**src/rtl/cdf_div_pkg.sv**
```systemverilog
// Shared types and sizing for the CDF equalization divider.
// State encoding, default widths, numerator width and iteration count.
package cdf_div_pkg;
   localparam int DATA_W_DEF = 16;
   localparam int OUT_W_DEF  = 8;
   localparam int SCALE_DEF  = 255;
   localparam int NUM_W      = 24;
   localparam int ITER_N     = 24;

   typedef enum logic [1:0] {
      ST_IDLE   = 2'd0,
      ST_LOAD   = 2'd1,
      ST_DIVIDE = 2'd2,
      ST_DONE   = 2'd3
   } state_t;
endpackage

```
**src/rtl/cdf_divider_if.sv**
```systemverilog
// Start/operand/result bundle between the equalization controller and one divider.
interface cdf_divider_if
   import cdf_div_pkg::*;
#(
   parameter int DATA_W = DATA_W_DEF,
   parameter int OUT_W  = OUT_W_DEF
);
   logic              div_en;
   logic [DATA_W-1:0] cdf_val;
   logic [DATA_W-1:0] cdf_min;
   logic [DATA_W-1:0] num_pixels;
   logic              div_busy;
   logic              div_done;
   logic [OUT_W-1:0]  div_result;
   logic              div_err;

   modport master (
      output div_en, cdf_val, cdf_min, num_pixels,
      input  div_busy, div_done, div_result, div_err
   );

   modport slave (
      input  div_en, cdf_val, cdf_min, num_pixels,
      output div_busy, div_done, div_result, div_err
   );
endinterface

```
**src/rtl/cdf_div_step.sv**
```systemverilog
// One restoring-division iteration: shift in a numerator bit, trial-subtract the denominator.
module cdf_div_step
   import cdf_div_pkg::*;
#(
   parameter int DATA_W = DATA_W_DEF
) (
   input  logic [DATA_W-1:0] rem_in,
   input  logic              num_bit,
   input  logic [DATA_W-1:0] den,
   output logic [DATA_W-1:0] rem_out,
   output logic              q_bit
);
   logic [DATA_W:0] shifted;

   assign shifted = {rem_in, num_bit};

   // The remainder is always below den, so the difference fits back into DATA_W bits.
   always_comb begin
      rem_out = shifted[DATA_W-1:0];
      q_bit   = 1'b0;
      if (shifted >= {1'b0, den}) begin
         rem_out = shifted[DATA_W-1:0] - den;
         q_bit   = 1'b1;
      end
   end
endmodule

```
**src/rtl/cdf_divider.sv**
```systemverilog
// Histogram-equalization divider: (cdf_val - cdf_min) * SCALE / (num_pixels - cdf_min),
// one quotient bit per cycle, saturated to OUT_W bits, with a divide-by-zero flag.
module cdf_divider
   import cdf_div_pkg::*;
#(
   parameter int DATA_W = DATA_W_DEF,
   parameter int OUT_W  = OUT_W_DEF,
   parameter int SCALE  = SCALE_DEF
) (
   input  logic          clk,
   input  logic          reset_n,
   cdf_divider_if.slave  bus
);
   logic [1:0]        rst_sync_reg;
   logic              rst_int_n;

   state_t            state_reg, state_next;
   logic [4:0]        cnt_reg;
   logic [DATA_W-1:0] val_reg, min_reg, np_reg;
   logic [NUM_W-1:0]  num_reg;
   logic [DATA_W-1:0] den_reg;
   logic [DATA_W-1:0] rem_reg;
   logic [NUM_W-1:0]  quot_reg;
   logic [OUT_W-1:0]  result_reg;
   logic              err_reg;

   logic              accept;
   logic              last_iter;
   logic [NUM_W-1:0]  num_load;
   logic [DATA_W-1:0] den_load;
   logic              den_zero;
   logic [DATA_W-1:0] rem_step;
   logic              q_bit;
   logic [NUM_W-1:0]  quot_shift;
   logic [OUT_W-1:0]  quot_sat;

   // Reset asserts immediately but releases on a clock edge, one idle cycle later.
   always_ff @(posedge clk or negedge reset_n) begin
      if (!reset_n) rst_sync_reg <= 2'b00;
      else          rst_sync_reg <= {rst_sync_reg[0], 1'b1};
   end
   assign rst_int_n = rst_sync_reg[1];

   assign accept    = bus.div_en && ((state_reg == ST_IDLE) || (state_reg == ST_DONE));
   assign last_iter = (cnt_reg == 5'(ITER_N - 1));

   assign num_load = (val_reg < min_reg) ? '0
                   : NUM_W'(NUM_W'(val_reg - min_reg) * NUM_W'(SCALE));
   assign den_load = np_reg - min_reg;
   assign den_zero = (np_reg <= min_reg);

   cdf_div_step #(.DATA_W(DATA_W)) u_step (
      .rem_in  (rem_reg),
      .num_bit (num_reg[NUM_W-1]),
      .den     (den_reg),
      .rem_out (rem_step),
      .q_bit   (q_bit)
   );

   assign quot_shift = {quot_reg[NUM_W-2:0], q_bit};
   assign quot_sat   = (|quot_shift[NUM_W-1:OUT_W]) ? '1 : quot_shift[OUT_W-1:0];

   always_ff @(posedge clk or negedge rst_int_n) begin
      if (!rst_int_n) state_reg <= ST_IDLE;
      else            state_reg <= state_next;
   end

   always_comb begin
      state_next = state_reg;
      case (state_reg)
         ST_IDLE:   if (accept) state_next = ST_LOAD;
         ST_LOAD:   state_next = den_zero ? ST_DONE : ST_DIVIDE;
         ST_DIVIDE: if (last_iter) state_next = ST_DONE;
         ST_DONE:   if (accept) state_next = ST_LOAD;
         default:   state_next = ST_IDLE;
      endcase
   end

   always_ff @(posedge clk or negedge rst_int_n) begin
      if (!rst_int_n) begin
         cnt_reg    <= '0;
         val_reg    <= '0;
         min_reg    <= '0;
         np_reg     <= '0;
         num_reg    <= '0;
         den_reg    <= '0;
         rem_reg    <= '0;
         quot_reg   <= '0;
         result_reg <= '0;
         err_reg    <= 1'b0;
      end else begin
         if (accept) begin
            val_reg    <= bus.cdf_val;
            min_reg    <= bus.cdf_min;
            np_reg     <= bus.num_pixels;
            result_reg <= '0;
            err_reg    <= 1'b0;
         end
         case (state_reg)
            ST_LOAD: begin
               num_reg  <= num_load;
               den_reg  <= den_load;
               rem_reg  <= '0;
               quot_reg <= '0;
               cnt_reg  <= '0;
               if (den_zero) begin
                  result_reg <= '1;
                  err_reg    <= 1'b1;
               end
            end
            ST_DIVIDE: begin
               rem_reg  <= rem_step;
               num_reg  <= num_reg << 1;
               quot_reg <= quot_shift;
               cnt_reg  <= cnt_reg + 5'd1;
               if (last_iter) begin
                  result_reg <= quot_sat;
                  err_reg    <= 1'b0;
               end
            end
            default: ;
         endcase
      end
   end

   assign bus.div_busy   = (state_reg == ST_LOAD) || (state_reg == ST_DIVIDE);
   assign bus.div_done   = (state_reg == ST_DONE);
   assign bus.div_result = result_reg;
   assign bus.div_err    = err_reg;
endmodule

```
**src/flat_wrapper.sv**
```systemverilog
// flat-port wrapper written by rule: the top's interface ports become plain ports
module cdf_divider_flat import cdf_div_pkg::*;
#(
   parameter int DATA_W = DATA_W_DEF,
   parameter int OUT_W  = OUT_W_DEF,
   parameter int SCALE  = SCALE_DEF
)
  (clk, reset_n, bus_div_en, bus_cdf_val, bus_cdf_min, bus_num_pixels, bus_div_busy, bus_div_done, bus_div_result, bus_div_err);
  cdf_divider_if #(.DATA_W(DATA_W), .OUT_W(OUT_W)) bus_i ();
  input  logic clk;
  input  logic reset_n;
  input wire logic [$bits(bus_i.div_en)-1:0] bus_div_en;
  input wire logic [$bits(bus_i.cdf_val)-1:0] bus_cdf_val;
  input wire logic [$bits(bus_i.cdf_min)-1:0] bus_cdf_min;
  input wire logic [$bits(bus_i.num_pixels)-1:0] bus_num_pixels;
  output wire logic [$bits(bus_i.div_busy)-1:0] bus_div_busy;
  output wire logic [$bits(bus_i.div_done)-1:0] bus_div_done;
  output wire logic [$bits(bus_i.div_result)-1:0] bus_div_result;
  output wire logic [$bits(bus_i.div_err)-1:0] bus_div_err;
  assign bus_i.div_en = bus_div_en;
  assign bus_i.cdf_val = bus_cdf_val;
  assign bus_i.cdf_min = bus_cdf_min;
  assign bus_i.num_pixels = bus_num_pixels;
  assign bus_div_busy = bus_i.div_busy;
  assign bus_div_done = bus_i.div_done;
  assign bus_div_result = bus_i.div_result;
  assign bus_div_err = bus_i.div_err;
  cdf_divider #(.DATA_W(DATA_W), .OUT_W(OUT_W), .SCALE(SCALE)) u_core (.clk(clk), .reset_n(reset_n), .bus(bus_i));
endmodule
```
**config.mk**
```make
export PLATFORM = sky130hd
export DESIGN_NAME = cdf_divider_flat
export DESIGN_NICKNAME = d
export VERILOG_FILES = /design/src/rtl/cdf_div_pkg.sv /design/src/rtl/cdf_divider_if.sv /design/src/rtl/cdf_div_step.sv /design/src/rtl/cdf_divider.sv /design/src/flat_wrapper.sv
export SDC_FILE = /design/constraint.sdc
export NUM_CORES = 1
export LEC_CHECK = 0
export CAP_MARGIN = 20
export CORE_UTILIZATION = 67
export DETAILED_ROUTE_END_ITERATION = 10
export PLACE_DENSITY = 0.95
export SYNTH_ARGS = -nofsm -noshare
export SYNTH_HDL_FRONTEND = slang
export SYNTH_SLANG_ARGS = --single-unit
```
**constraint.sdc**
```tcl
create_clock -name clk -period 8.6 [get_ports clk]
set_input_delay 1.72 -clock clk [delete_from_list [all_inputs] [get_ports clk]]
set_output_delay 1.72 -clock clk [all_outputs]
set_load 0.005 [all_outputs]
```
==> impl_results.md, run 1 <==
- TNS Setup: 0 ps
- RSZ-0062 raised after global routing: false
- Worst rel slew slack: 26.6%
- TritonCTS Buffers: 17
- Syn avg cell area: 9.52 µm²
- CTS sink count: 145
- Root Driver: clkbuf_16
- Clock-pin slew on the worst setup and hold paths: 70 ps
- H-tree level count: 4
- Syn Nets: 1426
- Crit-path slowest cell: fa_1
- Synth Register Bits: 145
- Final hold violation count: 0
- Fin cells: 1494
- DP Worst Slack: 1490 ps
- Post-Synth XOR/XNOR Area: 5.36%
- Syn Std Cell Area: 11500 µm²
- Area growth syn-to-layout: 12.0%
- Vias/cell: 6.58
- Post-synth EDFFs: 0
- Antenna-violating nets left: 0
- Drt wl/cell: 21.2 µm
- Multiplexer share of the synthesized area: 6.24%
- Critical Path AT: 7880 ps
- Post-synthesis cell type count: 83
- Die width: 133 µm
- Final WL: 31700 µm
- Initial Util: 69.1%
- Synth Area in Adders: 22.2%
- Share of post-route cells with drive strength above 1: 9.65%
- Post-route DRC: 0
- Die H: 133 µm
- Sequential area share after synthesis: 31.4%
- DIE AREA: 17800 µm²
- Slew @ Worst Pin: 1100 ps
- Yosys warns: 0
- Primary FF master, synth: dfrtp_1
- Core area: 16700 µm²
- Global route total overflow: 0
- Initial DRC count: 1133
- Setup Fix Bufs, Post-CTS: 0
- Diodes inserted: 0
- Row Count: 47
- GRT Resource Usage Total: 37.6%
- First-pass GRT wire length: 51800 µm
- Period Utilization, post-route: 88.2%
- CP endpoint kind: register
- Max Buffers Root-to-Sink: 2
- Worst Slack Setup Final: 1010 ps
- I/O Pins: 62
- Crit path time final: 7590 ps
- Max FFs per register: 24
- Largest family of logic cells by synthesized area: adder cells
- TritonRoute pass-1 iters: 8
- Max Fclk: 132 MHz
- Design Area, Final: 12900 µm²
- Max Cap Viol: 0
- R2r setup slk: 1010 ps
- Layout fillers: 927
- Final count of pins violating max slew: 0
- CTS tree: yes
- Syn Inst Count: 1213
- Crit Reg-Reg Endpoint: u_core.num_reg[23]
- Endpoints failing setup: 0
- Post-cts resize count: 0
- GP Congestion: 0.905
- Biggest cell delay along the critical path: 600 ps
- NumNets Final: 1474
- Placed inst area: 12300 µm²
- Clock Latency Late Sink: 450 ps
- Most frequent CP cell: fa_1
- HPWL after detailed placement: 20300 µm
- R2R cell count: 30
- Post-synth ARST share: 100%
- Status: finished, final reports clean
- Placed cells: 1462
- Routed via count: 9827
- Hold Path Class: reg2async
- Critical path type: reg2reg
- Antenna violations before repair: 0
- Post-synthesis compound-gate area fraction: 18.1%
- Simple-gate share of the synthesized area: 8.76%
- Crit-path max FO: 5
- Port Buffers: 61
- # hold bufs at CTS: 0
- Largest net degree at the start of global routing: 93
- Worst r2r src: u_core.val_reg[0]
- Skew final: 6.78 ps
- WP data required: 8900 ps
- Vias in the first global route: 10200
- Critical path launch point type: register
==> layer usage <==
| layer | track usage [%] | vias to the layer above | share of wire (%) | wire length, µm |
|---|---|---|---|---|
| met1 | 41.7 | 4774 | 36 | 11300 |
| met2 | 63.9 | 658 | 50 | 15700 |
| met5 | 0 | - | 0 | 0 |
| li1 | - | 4184 | - | - |
| met3 | 9.82 | 211 | 8.2 | 2590 |
| met4 | 24.6 | 0 | 6.6 | 2100 |
==> cell type report <==
cell class / count / area (µm²) / area share (%)
Clock buffer: 19 / 443 / 3.43
Inverter: 202 / 758 / 5.86
Sequential cell: 145 / 3630 / 28.1
Clock inverter: 13 / 143 / 1.10
Tap cell: 220 / 275 / 2.13
Timing Repair Buffer: 67 / 656 / 5.07
Multi-Input combinational cell: 828 / 7020 / 54.3
==> critical path: cells and delay by family, from the launching register on <==
kind	cells	cell delay, ps
AOI/OAI and AO/OA	12	2270
adders and majority gates	7	3200
and+or+nand+nor	5	640
xor gates and xnor gates	2	700
buffers and inverters	4	260
DFF	1	370
==> worst max-delay path by stage <==
stage / start / endpoint / slack [ps]
floorplan: u_core.val_reg[0] / u_core.num_reg[22] / 2120
global placement: u_core.val_reg[0] / u_core.num_reg[23] / 1830
detailed placement: u_core.min_reg[1] / u_core.num_reg[23] / 1490
CTS: u_core.val_reg[0] / u_core.num_reg[23] / 1120
global route: u_core.val_reg[0] / u_core.num_reg[23] / 730
finish: u_core.val_reg[0] / u_core.num_reg[23] / 1010
==> cells by family (layout without fill, tap and decap cells) <==
family          Yosys count  count (layout)
compound gates          317             317
buf+inv                 240             301
simple gates            211             211
fa+ha+maj               164             164
flops                   145             145
xor+xnor                 69              69
mux                      66              66
other cells               1               1
==> through the flow <==
step	util, %	hold WS, ps
after floorplan	-	331
after global placement	73.9	275
after detailed placement	73.9	285
after CTS	77.4	295
after global routing	77.4	322
final	77.4	274
==> cells in the final DEF, fill, tap and decap left out, types with 13 or more instances in the layout <==
master / n
xor2_1: 26
fa_1: 69
nand3_1: 16
o21ai_0: 101
inv_1: 200
dfrtp_1: 144
mux2i_1: 18
nor2b_1: 13
ha_1: 92
clkbuf_16: 17
nor2_1: 33
nor3_1: 15
a21o_1: 34
mux2_2: 48
nand2_1: 90
a22oi_1: 23
xnor2_1: 41
a21oi_1: 63
clkdlybuf4s50_1: 61
==> Yosys cell counts (3+ instances only) <==
library cell	n	area share (%)
a22oi_1	23	1.5
o211ai_1	11	0.72
dfrtp_1	145	31
a21o_1	34	2.2
nand2b_1	11	0.60
o21ai_1	10	0.43
a21oi_1	63	2.7
a22o_1	11	0.83
a211oi_1	4	0.26
ha_1	93	10
xnor2_1	41	3.1
nor2b_1	14	0.76
o21ai_0	101	4.4
a31oi_1	5	0.27
inv_1	200	6.5
nor4_1	5	0.27
nor3_1	15	0.65
xor2_1	26	2.0
mux2i_1	18	1.6
nand4_1	6	0.33
o21ba_2	3	0.26
clkbuf_1	25	0.81
o21a_1	7	0.46
mux2_2	48	4.7
fa_1	69	12
nand3_1	16	0.69
o21bai_1	7	0.46
nor2_1	33	1.1
or3_1	3	0.16
nand2_1	91	3.0
buf_1	9	0.29
Power of run 1 is left out: the tool's default activity adds up to more than one toggle a clock period on the data nets, which glitch-free logic cannot reach.
==> inputs of run 2 (changes only) <==
CAP_MARGIN = 10   (was 20)
==> results of run 2 <==
The final DEF is identical to that of run 1; final timing and power are the same.
Power of run 2 is left out for the same reason.
==> RTL edit 1 (settings of run 1) <==
The 4 states of `state_t` get a one-hot encoding in 4 bits.
--- a/src/rtl/cdf_div_pkg.sv
+++ b/src/rtl/cdf_div_pkg.sv
@@ -9,7 +9,7 @@
 
-   typedef enum logic [1:0] {
-      ST_IDLE   = 2'd0,
-      ST_LOAD   = 2'd1,
-      ST_DIVIDE = 2'd2,
-      ST_DONE   = 2'd3
+   typedef enum logic [3:0] {
+      ST_IDLE   = 4'b0001,
+      ST_LOAD   = 4'b0010,
+      ST_DIVIDE = 4'b0100,
+      ST_DONE   = 4'b1000
    } state_t;
Check against the original RTL: no difference found for any inputs over 10 cycles, from zero or initial values and one cycle with reset_n low; not proved beyond that.
==> RTL edit 1 against run 1 <==
Sequential cell count grew 2; design area decreased by 0.91%; synthesized area is 1.4% lower; wire length fell by 14%; worst hold slack gained 0.090 ns; sequential share of layout area increased by 0.66 points; first-iteration DRC count down 30%; die area fell by 1.4%; worst setup slack gained 0.13 ns; critical endpoint is now u_core.num_reg[22]$_DFFE_PN0N_.
Power is left out: the tool's default activity adds up to more than one toggle a clock period on the data nets, which glitch-free logic cannot reach.
==> RTL edit 1: results (changes against run 1) <==
num_vias: 9432  # -4.0%
hp-class: "reg2reg"
grt_use_met1: 0.415  # -0.00246
dpl.hpwl_um: 19400  # -4.4%
wirelength_met1_um: 11200  # -1.0%
cp_max_fo: 8  # +3
dp_slack_ns: 1.33  # -0.152 ns
cts_buffers: 17  # unchanged
grt.total_usage: 0.331  # -0.0451
status: "finished clean"
grt_pass1_vias: 9546  # -6.8%
post_synth.cell_area_avg_um2: 9.03  # -5.1%
synthTopCellsByCount: "inv_1 (191), nand2_1 (171), dfrtp_1 (146)"
cts_buffer_depth: 2  # unchanged
grtUsageMet3: 0.0550  # -0.0432
post_synth_main_area_contributors: "dfrtp_1 (32%), fa_1 (12%), ha_1 (9.9%)"
fillers: 1029  # +11%
cp.arrival_ns: 7.77  # -0.11 ns
crit_path_top_delay_cell: "xnor2_1"
grtUsageMet2: 0.556  # -0.0839
wl_met3_um: 1520  # -41%
place.gp.congestion: 0.906  # +0.13%
postCtsSetupRepairBufs: 0  # unchanged
io_buffers: 61  # unchanged
avgViaCountPerCell: 6.12  # -6.9%
cp_slowest_stage_delay_ns: 0.67  # +0.07 ns
relSlewSlack: 0.318  # +0.0522
grt_pass1_wl_um: 46000  # -11%
postRouteWirelength_um: 27200  # -14%
wl_met2_um: 13500  # -14%
yosysSeqAreaShare: 0.323  # +0.00892
grt_max_degree: 80  # -14%
largest_reg_flops: 24  # unchanged
first_iter_violations: 796  # -30%
nets: 1518  # +3.0%
cts_max_level: 4  # unchanged
root_buffer: "clkbuf_16"
path_clk_slew_ns: 0.07  # about the same
placed_area_um2: 12200  # -1.2%
critPathTopFamily: "adder cells"
synth_cell_type_count: 64  # -23%
clock_skew_ns: 0.00840  # +0.00161 ns
drive_gt1_frac: 0.0447  # -0.0519
firstDrtPassIters: 6  # -2
ctsResizeCount: 0  # unchanged
-- RTL edit 1: final cells by class --
class	instances	area (µm²)	share of cell area
timing repair buffer	68	663	0.0518
tap	220	275	0.0215
multi-input combinational	883	6860	0.535
sequential	147	3680	0.287
clock buffer	19	443	0.0346
inverter	191	717	0.0560
clock inverter	13	174	0.0136
-- RTL edit 1: cell families (layout without fill, tap and decap cells) --
| group | Yosys count | after routing | synth area share |
|---|---|---|---|
| AOI/OAI and AO/OA | 309 | 309 | 0.176 |
| adders and majority gates | 161 | 161 | 0.222 |
| and+or+nand+nor | 321 | 321 | 0.129 |
| other | 1 | 1 | 0.000329 |
| buffers and inverters | 231 | 291 | 0.0765 |
| DFF | 147 | 147 | 0.323 |
| muxes | 17 | 17 | 0.0151 |
| xor gates and xnor gates | 74 | 74 | 0.0582 |
-- RTL edit 1: path summary, 6_finish.rpt --
| check | slack [ns] | startpoint | cells past startpoint | end |
|---|---|---|---|---|
| max | 1.15 | u_core.min_reg[0]$_DFFE_PN0P_ | 25 | u_core.num_reg[22]$_DFFE_PN0N_ |
| min | 0.36 | u_core.rst_sync_reg[0]$_DFF_PN0_ | 0 | u_core.rst_sync_reg[1]$_DFF_PN0_ |
| max reg2reg | 1.15 | u_core.min_reg[0]$_DFFE_PN0P_ | 25 | u_core.num_reg[22]$_DFFE_PN0N_ |
| min reg2reg | 0.36 | u_core.rst_sync_reg[0]$_DFF_PN0_ | 0 | u_core.rst_sync_reg[1]$_DFF_PN0_ |
| max in group asynchronous | 6.58 | u_core.rst_sync_reg[1]$_DFF_PN0_ | 1 | u_core.num_reg[12]$_DFFE_PN0N_ |
| min in group asynchronous | 0.47 | u_core.rst_sync_reg[1]$_DFF_PN0_ | 0 | u_core.min_reg[14]$_DFFE_PN0P_ |
==> RTL edit 2 (settings of run 1) <==
Made on the original files. `DATA_W_DEF`: 16 -> 20.
--- a/src/rtl/cdf_div_pkg.sv
+++ b/src/rtl/cdf_div_pkg.sv
@@ -3,3 +3,3 @@
 package cdf_div_pkg;
-   localparam int DATA_W_DEF = 16;
+   localparam int DATA_W_DEF = 20;
    localparam int OUT_W_DEF  = 8;
Interface: changed (resized bus_cdf_min, bus_cdf_val and bus_num_pixels); port bits go from 62 to 74. No check against the original RTL was run, so the function may have changed too.
==> RTL edit 2 against run 1 <==
Worst setup slack got worse by 0.23 ns; clock skew rose by 0.0053 ns; design area rose by 14%; sequential cell count rose by 20; synthesized area rose by 14%; wire length rose by 5.5%; critical path type unchanged.
Power is not shown: default switching activity piles up to over one toggle a cycle in this logic, so the estimate is an artifact.
==> RTL edit 2: results (changes against run 1) <==
fillers: 1112  # +20%
synthTopCellsByCount: "inv_1 (219), dfrtp_1 (165), ha_1 (104)"
grt_max_degree: 99  # +6.5%
wl_per_cell_um: 19.6  # -7.6%
yosysSeqAreaShare: 0.315  # +0.000783
largest_reg_flops: 24  # unchanged
status: "finished clean"
wl_met3_um: 2550  # -1.5%
cp_max_fo: 5  # unchanged
io_buffers: 73  # +20%
synth_async_sr_flop_share: 1.00  # unchanged
firstDrtPassIters: 6  # -2
grtUsageMet3: 0.0648  # -0.0334
wl_met2_um: 16600  # +5.7%
first_iter_violations: 977  # -14%
highest_layer: "met4"
grtUsageMet2: 0.610  # -0.0299
wirelength_met1_um: 12500  # +11%
syn_nets: 1622  # +14%
grt.total_usage: 0.353  # -0.0229
grt_antenna_before_repair: 0  # unchanged
cts_buffer_depth: 2  # unchanged
post_synth_main_area_contributors: "dfrtp_1 (31%), fa_1 (12%), ha_1 (9.9%)"
max_cap_violations: 0  # unchanged
synth_cell_type_count: 71  # -14%
nets: 1680  # +14%
root_buffer: "clkbuf_16"
num_vias: 10800  # +10%
drive_gt1_frac: 0.0858  # -0.0107
place.gp.congestion: 0.904  # -0.15%
clock_skew_ns: 0.0121  # +0.00530 ns
worst_skew_pair.late_latency_ns: 0.45  # about the same
cp.arrival_ns: 8.19  # +0.31 ns
grt_pass1_wl_um: 55200  # +6.4%
ys_warn_count: 0  # unchanged
hp-class: "reg2async"
num_antenna_cells: 0  # unchanged
dp_slack_ns: 1.16  # -0.329 ns
dpl.hpwl_um: 23400  # +15%
grt_use_met1: 0.418  # +0.000675
path_clk_slew_ns: 0.07  # about the same
tightest_slew_ns: 1.08  # -0.0230 ns
-- RTL edit 2: layout make-up --
cell class                      instances  area (µm²)  area share
Sequential cell                       165        4130       0.280
Multi-Input combinational cell        945        8010       0.543
Clock inverter                         14         185      0.0126
Timing Repair Buffer                   81         811      0.0550
Tap cell                              260         325      0.0221
Clock buffer                           18         439      0.0298
Inverter                              222         835      0.0566
-- RTL edit 2: cell families (layout without fill, tap and decap cells) --
logic type                 count (synthesis)  after routing  synth area share
adders and majority gates                187            187             0.224
DFF                                      165            165             0.315
xor gates and xnor gates                  80             80            0.0551
and+or+nand+nor                          258            258            0.0950
buffers and inverters                    264            335            0.0759
other                                      1              1          0.000286
muxes                                     71             71            0.0600
AOI/OAI and AO/OA                        348            348             0.174
-- RTL edit 2: path summary, 6_finish.rpt --
| kind | from | endpoint | slack, ns | cells after the start |
|---|---|---|---|---|
| worst min-delay path | u_core.rst_sync_reg[1]$_DFF_PN0_ | u_core.min_reg[13]$_DFFE_PN0P_ | 0.12 | 0 |
| min in group clk | u_core.rst_sync_reg[0]$_DFF_PN0_ | u_core.rst_sync_reg[1]$_DFF_PN0_ | 0.36 | 0 |
| worst min register to register | u_core.rst_sync_reg[1]$_DFF_PN0_ | u_core.min_reg[13]$_DFFE_PN0P_ | 0.12 | 0 |
| max in group asynchronous | u_core.rst_sync_reg[1]$_DFF_PN0_ | u_core.quot_reg[16]$_DFFE_PN0N_ | 6.52 | 3 |
| worst max register to register | u_core.min_reg[0]$_DFFE_PN0P_ | u_core.num_reg[23]$_DFFE_PN0N_ | 0.78 | 27 |
| worst max-delay path | u_core.min_reg[0]$_DFFE_PN0P_ | u_core.num_reg[23]$_DFFE_PN0N_ | 0.78 | 27 |
-- RTL edit 2: through the flow --
step,instance area [µm²],cells,utilization
6_report,14700,1705,0.777
5_1_grt,14700,1705,0.777
4_1_cts,14700,1704,0.776
3_5_place_dp,14100,1672,0.743
3_3_place_gp,14100,1672,0.743
2_1_floorplan,13100,1374,-
-- RTL edit 2: critical path, cell delays in order, from the launching register on --
cell      delay (ns)
dfrtp_1         0.41
ha_1            0.24
fa_1            0.42
nor2b_1         0.18
o21a_1          0.18
o21ai_0         0.15
a211oi_1        0.35
o21a_1          0.18
o211ai_1        0.11
a21boi_0        0.28
mux2_2          0.38
nor2_1          0.45
fa_1            0.58
fa_1            0.55
inv_1           0.06
fa_1            0.53
inv_1           0.05
fa_1            0.52
inv_1           0.04
ha_1            0.35
a21oi_1         0.16
nor2b_1         0.06
o21ai_0         0.16
o211ai_1        0.15
o41ai_1         0.44
o21ai_0         0.24
xnor3_1         0.39
o21ai_1         0.13
